**src/rtl/if_fetch.sv**
```systemverilog
// Instruction-fetch stage: PC register, next-PC select, SRAM drive,
// pending redirect across stalls and a hold buffer for the decode word.
module if_fetch #(
    parameter logic [31:0] RESET_PC = 32'hBFC0_0000
) (
    input  logic        clk,
    input  logic        resetn,
    input  logic [5:0]  stall,
    input  logic [32:0] br_bus,
    input  logic [31:0] inst_sram_rdata,
    output logic [32:0] if_to_id_bus,
    output logic        inst_sram_en,
    output logic [3:0]  inst_sram_wen,
    output logic [31:0] inst_sram_addr,
    output logic [31:0] inst_sram_wdata,
    output logic [31:0] id_inst
);

    localparam logic STOP   = 1'b1;
    localparam logic S_LIVE = 1'b0;
    localparam logic S_HELD = 1'b1;

    localparam logic [31:0] PC_INIT = RESET_PC - 32'd4;

    logic [31:0] r_pc;
    logic        r_ce;
    logic        r_pend_valid;
    logic [31:0] r_pend_addr;
    logic        r_hold_valid;
    logic [31:0] r_hold_inst;

    logic        w_br_e;
    logic [31:0] w_br_addr;
    logic        w_if_stop;
    logic        w_id_stop;
    logic [31:0] w_next_pc;
    logic        w_unused;

    assign w_br_e    = br_bus[32];
    assign w_br_addr = br_bus[31:0];
    assign w_if_stop = (stall[0] == STOP);
    assign w_id_stop = (stall[1] == STOP);
    assign w_unused  = ^stall[5:2];

    // Next PC: live redirect beats a remembered one, else sequential.
    always_comb begin
        w_next_pc = r_pc + 32'd4;
        if (w_br_e) begin
            w_next_pc = w_br_addr;
        end else if (r_pend_valid) begin
            w_next_pc = r_pend_addr;
        end
    end

    // PC and fetch-enable advance only when IF is not stalled.
    always_ff @(posedge clk or negedge resetn) begin
        if (!resetn) begin
            r_pc <= PC_INIT;
            r_ce <= 1'b0;
        end else if (!w_if_stop) begin
            r_pc <= w_next_pc;
            r_ce <= 1'b1;
        end
    end

    // Remember a redirect seen while IF is stalled; latest one wins.
    always_ff @(posedge clk or negedge resetn) begin
        if (!resetn) begin
            r_pend_valid <= 1'b0;
            r_pend_addr  <= 32'd0;
        end else if (!w_if_stop) begin
            r_pend_valid <= 1'b0;
        end else if (w_br_e) begin
            r_pend_valid <= 1'b1;
            r_pend_addr  <= w_br_addr;
        end
    end

    // Hold buffer: capture the live word on the first ID stall cycle.
    always_ff @(posedge clk or negedge resetn) begin
        if (!resetn) begin
            r_hold_valid <= S_LIVE;
            r_hold_inst  <= 32'd0;
        end else begin
            case (r_hold_valid)
                S_LIVE: begin
                    if (w_id_stop) begin
                        r_hold_inst  <= inst_sram_rdata;
                        r_hold_valid <= S_HELD;
                    end
                end
                default: begin
                    if (!w_id_stop) begin
                        r_hold_valid <= S_LIVE;
                    end
                end
            endcase
        end
    end

    assign inst_sram_en    = r_ce & ~w_if_stop;
    assign inst_sram_wen   = 4'd0;
    assign inst_sram_addr  = r_pc;
    assign inst_sram_wdata = 32'd0;
    assign if_to_id_bus    = {r_ce, r_pc};
    assign id_inst = (r_hold_valid == S_HELD) ? r_hold_inst
                                              : inst_sram_rdata;

endmodule

```
**config.mk**
```make
export PLATFORM = sky130hd
export DESIGN_NAME = if_fetch
export DESIGN_NICKNAME = d
export VERILOG_FILES = /design/src/rtl/if_fetch.sv
export SDC_FILE = /design/constraint.sdc
export NUM_CORES = 1
export LEC_CHECK = 0
export ABC_AREA = 0
export CORE_ASPECT_RATIO = 1.2
export CORE_MARGIN = 1
export CORE_UTILIZATION = 50
export CTS_BUF_LIST = sky130_fd_sc_hd__clkbuf_8
export DETAILED_ROUTE_END_ITERATION = 16
export GPL_TIMING_DRIVEN = 0
export PLACE_DENSITY = 0.93
export SYNTH_ARGS = -nofsm -noshare
export SYNTH_HDL_FRONTEND = slang
export SYNTH_SLANG_ARGS = --single-unit
```
**constraint.sdc**
```tcl
create_clock -name clk -period 5.35 [get_ports clk]
set_input_delay 1.605 -clock clk [delete_from_list [all_inputs] [get_ports clk]]
set_output_delay 1.605 -clock clk [all_outputs]
set_load 0.03 [all_outputs]
```
; Word level (Yosys, flattened, before mapping)
; Cells that the tools add are included.
; W data, S select, Z words.
[op_classes]
n_eq_ne = 1
reduce_logical = 2
n_addsub = 1
muxes = 6
n_bitwise = 3
[ops]
columns = operator, n
row1 = $mux W32, 3
row2 = $add A32 B3 Y32 const B, 1
row3 = $reduce_and A2 Y1, 2
row4 = $mux W1, 3
row5 = $ne A2 B1 Y1 const B, 1
row6 = $not A1 Y1, 2
row7 = $and A1 B1 Y1, 1
[word_totals]
register_bits = 99
wordCells = 19

; Longest topological paths before layout
[logic_depth]
depth_word = 3
ltp_mapped = 7

; Worst setup path before layout
; OpenSTA, ideal clock, no wires.
[synth_timing]
path_kind = input port to output port
start = input stall[0]
end = output inst_sram_en
slack_ns = 1.108
t_arrival_ns = 2.637
stages = 4
required_ns = 3.745
cell_sequence = clkbuf_1 > buf_1 > clkbuf_1 > nor2b_1
[synth_via]
elab_chain_cells = 2
[synth_rtl]
columns = element, line_no
row1 = from (decl), 8  ; input logic [5:0] stall,
row2 = $not A1 Y1, 101  ; assign inst_sram_en = r_ce & ~w_if_stop;
row3 = $and A1 B1 Y1, 101
row4 = to (decl), 12  ; output logic inst_sram_en,
; No other way between the ends.

; Worst setup path in the final report
; Ends and elaborated chain as after synthesis.

==> impl_metrics.py <==
metrics = {
    "worst_setup_path": {
        "end_kind": "output pin",
        "arrival_ns": 3.48,
        "path_class": "input port to output pin",
        "r2r-start": "inst_sram_addr[2]",
        "startpoint": "stall[0]",
        "critPathTopFamily": "buffers and inverters",
        "start_kind": "input port",
        "path_max_fanout": 10,
        "max_stage_delay_ns": 0.60,
        "cp_slowest_cell": "clkdlybuf4s50_1",
        "critPathBufInv": 4,
        "rr_endpoint": "inst_sram_addr[26]",
        "required_ns": 3.74,
        "crit_chain": "clkbuf_1 > buf_1 > clkbuf_2 > nor2b_1 > clkdlybuf4s50_1",
        "reg2regPathDepth": 5,
        "rrSetupSlack_ns": 2.61,
    },
    "clocking": {
        "cts_buffers": 9,
        "cts.htree.levels": 3,
        "cts-root-buf": "clkbuf_8",
        "cts_tree": "done",
        "clk_latency_ns": 0.38,
        "path_clk_slew_ns": 0.10,
        "clock_sinks": 99,
        "holdBufCountCts": 0,
        "cts.path.max_buffers": 2,
    },
    "worst_hold_path": {
        "whs_endpoint": "r_ce",
        "worstHoldPathCells": 1,
        "min_from": "r_ce",
        "min_path_type": "flop to flop",
    },
    "power": {
        "switching_share_pct": 35.4,
        "power.switching_mw": 0.868,
        "ir_worst_vdd_mv": 0.185,
        "combPwrFrac_pct": 38.1,
        "internal_power_mw": 1.58,
        "p_per_area_nw_per_um2": 306,
        "p_seq_share_pct": 41.0,
        "clkPwrFrac_pct": 20.8,
        "leakage_nw": 3.29,
    },
    "drt": {
        "vias": 5305,
        "dr.pass1.iters": 5,
        "totalWireLength_um": 16700,
        "drt-initial-drc-count": 485,
        "viasPerCell": 5.74,
        "wl_per_cell_um": 18.1,
        "drc": 0,
        "ant_nets": 0,
    },
    "cells_and_area": {
        "fin_nets": 839,
        "num-fill-cells": 818,
        "syn_to_final_growth_pct": 37.8,
        "finalNonFillerCells": 924,
        "num_antenna_cells": 0,
        "drive_gt1_share_pct": 27.7,
    },
    "floorplanning": {
        "initial_core_util_pct": 52.1,
        "die_x_um": 100,
        "ios": 207,
        "die_h_um": 120,
        "core_um2": 11100,
        "die_area_um2": 12000,
        "fp-row-count": 42,
    },
    "sta": {
        "setup_viol": 0,
        "finalCritPeriodShare_pct": 95.1,
        "slew_viol_final": 0,
        "clock.fmax_mhz": 197,
        "fin_tns_setup_ns": 0,
        "skew_ns": 0.0161,
        "rsz0062_at_grt": "no",
        "worst-slew-pin-transition_ns": 1.18,
        "fin_crit_ns": 5.09,
        "slew-limit-headroom_pct": 20.3,
        "report.final.hold_viol_count": 0,
    },
    "global_routing": {
        "grt_usage_pct": 28.5,
        "gr-total-overflow": 0,
        "grt_pass1_vias": 5340,
        "grt_start_max_net_pins": 67,
        "grt_pass1_wl_um": 26600,
        "antenna_found_initial": 0,
    },
    "yosys": {
        "synthCells": 554,
        "synth_edf_count": 0,
        "synth.most_common_cell": "mux2_2",
        "ys_seq_elements": 99,
        "synth.area.top_cells": "dfrtp_1 (31%), mux2_2 (19%), dfstp_2 (13%)",
        "syn_area_per_cell_um2": 10.5,
        "synth_top_cell_area_share_pct": 30.6,
        "yosysUniqueCellTypes": 55,
        "yosys_warnings": 0,
        "yosysSeqAreaShare_pct": 43.3,
        "synth.largest_area_cell": "dfrtp_1",
        "syn_area_um2": 5800,
        "synth_ff_type": "dfrtp_1",
        "ys_top_cells_by_count": "mux2_2 (96), dfrtp_1 (71), buf_4 (69)",
        "async_flop_share_pct": 100,
    },
    "placed_design": {
        "gp_congestion": 0.898,
        "placedCellCount": 908,
        "dpl.hpwl_um": 12600,
        "port_buffers": 164,
    },
    "flow_run": {
        "maxCapViolations": 0,
    },
    "outcome": {
        "outcome": "completed",
    },
}
## per-stage QoR
step	hold WS, ns	utilization (%)	instance area, um^2	total power [mW]	worst slack [ns]
finish	0.510	71.8	8000	2.45	0.262
floorplan	0.450	-	5940	1.56	1.11
detailed placement	0.491	70.0	7790	1.94	0.171
global route	0.521	71.8	8000	2.55	0.154
CTS	0.512	71.8	8000	2.45	0.131
global placement	0.470	69.7	7770	1.91	-0.856
## worst max-delay path by stage
stage	cells after the start	end	slack [ns]
final	5	inst_sram_en	0.26
after global routing	5	inst_sram_en	0.15
after CTS	5	inst_sram_en	0.13
after detailed placement	5	inst_sram_en	0.17
after global placement	1	r_pend_addr[24]	-0.86
after floorplan	4	inst_sram_en	1.11
## registers in the layout, summed over array words and instances, names as in the netlist
register	flops
inst_sram_addr	32
r_ce	1
r_hold_inst	32
r_hold_valid	1
r_pend_addr	32
r_pend_valid	1
## cells by family after synthesis
| group | Yosys count | share of synthesized area, % |
|---|---|---|
| flops | 99 | 43.3 |
| fa+ha+maj | 1 | 0.216 |
| simple gates | 124 | 11.8 |
| buf+inv | 118 | 12.1 |
| other cells | 1 | 0.0646 |
| compound gates | 112 | 13.4 |
| mux | 99 | 19.1 |
## layout by cell type, fill, tap and decap left out, types with 5 or more instances in the layout
cell,count
a22oi_1,14
a221oi_1,10
nor2b_1,5
nand2_1,27
mux2_2,96
buf_4,70
nand4_1,11
clkbuf_1,25
and3_1,6
nand3_1,12
buf_1,10
or4_1,6
a21oi_1,17
clkbuf_8,9
dfstp_2,28
o31ai_1,5
nor3_1,10
o21ai_0,28
inv_1,15
dfrtp_1,71
conb_1,36
a22o_1,5
nor2_1,16
clkdlybuf4s50_1,163
nor4_1,10
## layer usage
metal	global-route usage, %	vias to the layer above	part of all wire (%)
met4	13.3	0	3.1
met2	49.7	387	51
met3	7.16	51	11
met1	32.5	2506	35
met5	0	-	0
li1	-	2361	-
## layout make-up
cell class | instances | area [um^2] | area share (%)
multi-input combinational | 372 | 2720 | 34.0
clock inverter | 7 | 80.1 | 1.00
buffer | 107 | 664 | 8.30
clock buffer | 9 | 124 | 1.55
inverter | 11 | 41.3 | 0.516
timing repair buffer | 165 | 1670 | 20.8
sequential | 99 | 2510 | 31.4
tap | 154 | 193 | 2.41
## worst reg2reg max path, delay by kind of cell, from the launching register on
| family | cells | cell delay [ns] |
|---|---|---|
| fa+ha+maj | 1 | 0.26 |
| compound gates | 2 | 0.52 |
| flops | 1 | 0.63 |
| simple gates | 2 | 1.27 |
## power by group through the flow
stage / Sequential, mW / Combinational [mW] / Clock (mW)
floorplan: 1.06 / 0.507 / 0
global placement: 1.00 / 0.904 / 0
detailed placement: 1.02 / 0.929 / 0
CTS: 1.00 / 0.934 / 0.511
global route: 1.02 / 0.988 / 0.540
finish: 1.01 / 0.934 / 0.510
## timing repair
item / 4_1_cts / 5_1_grt
resized for setup: 0 / 2
setup buffers: 0 / 0
endpoints found under the setup margin: 0 / 1
No activity file was read; power rests on OpenSTA's default activity.
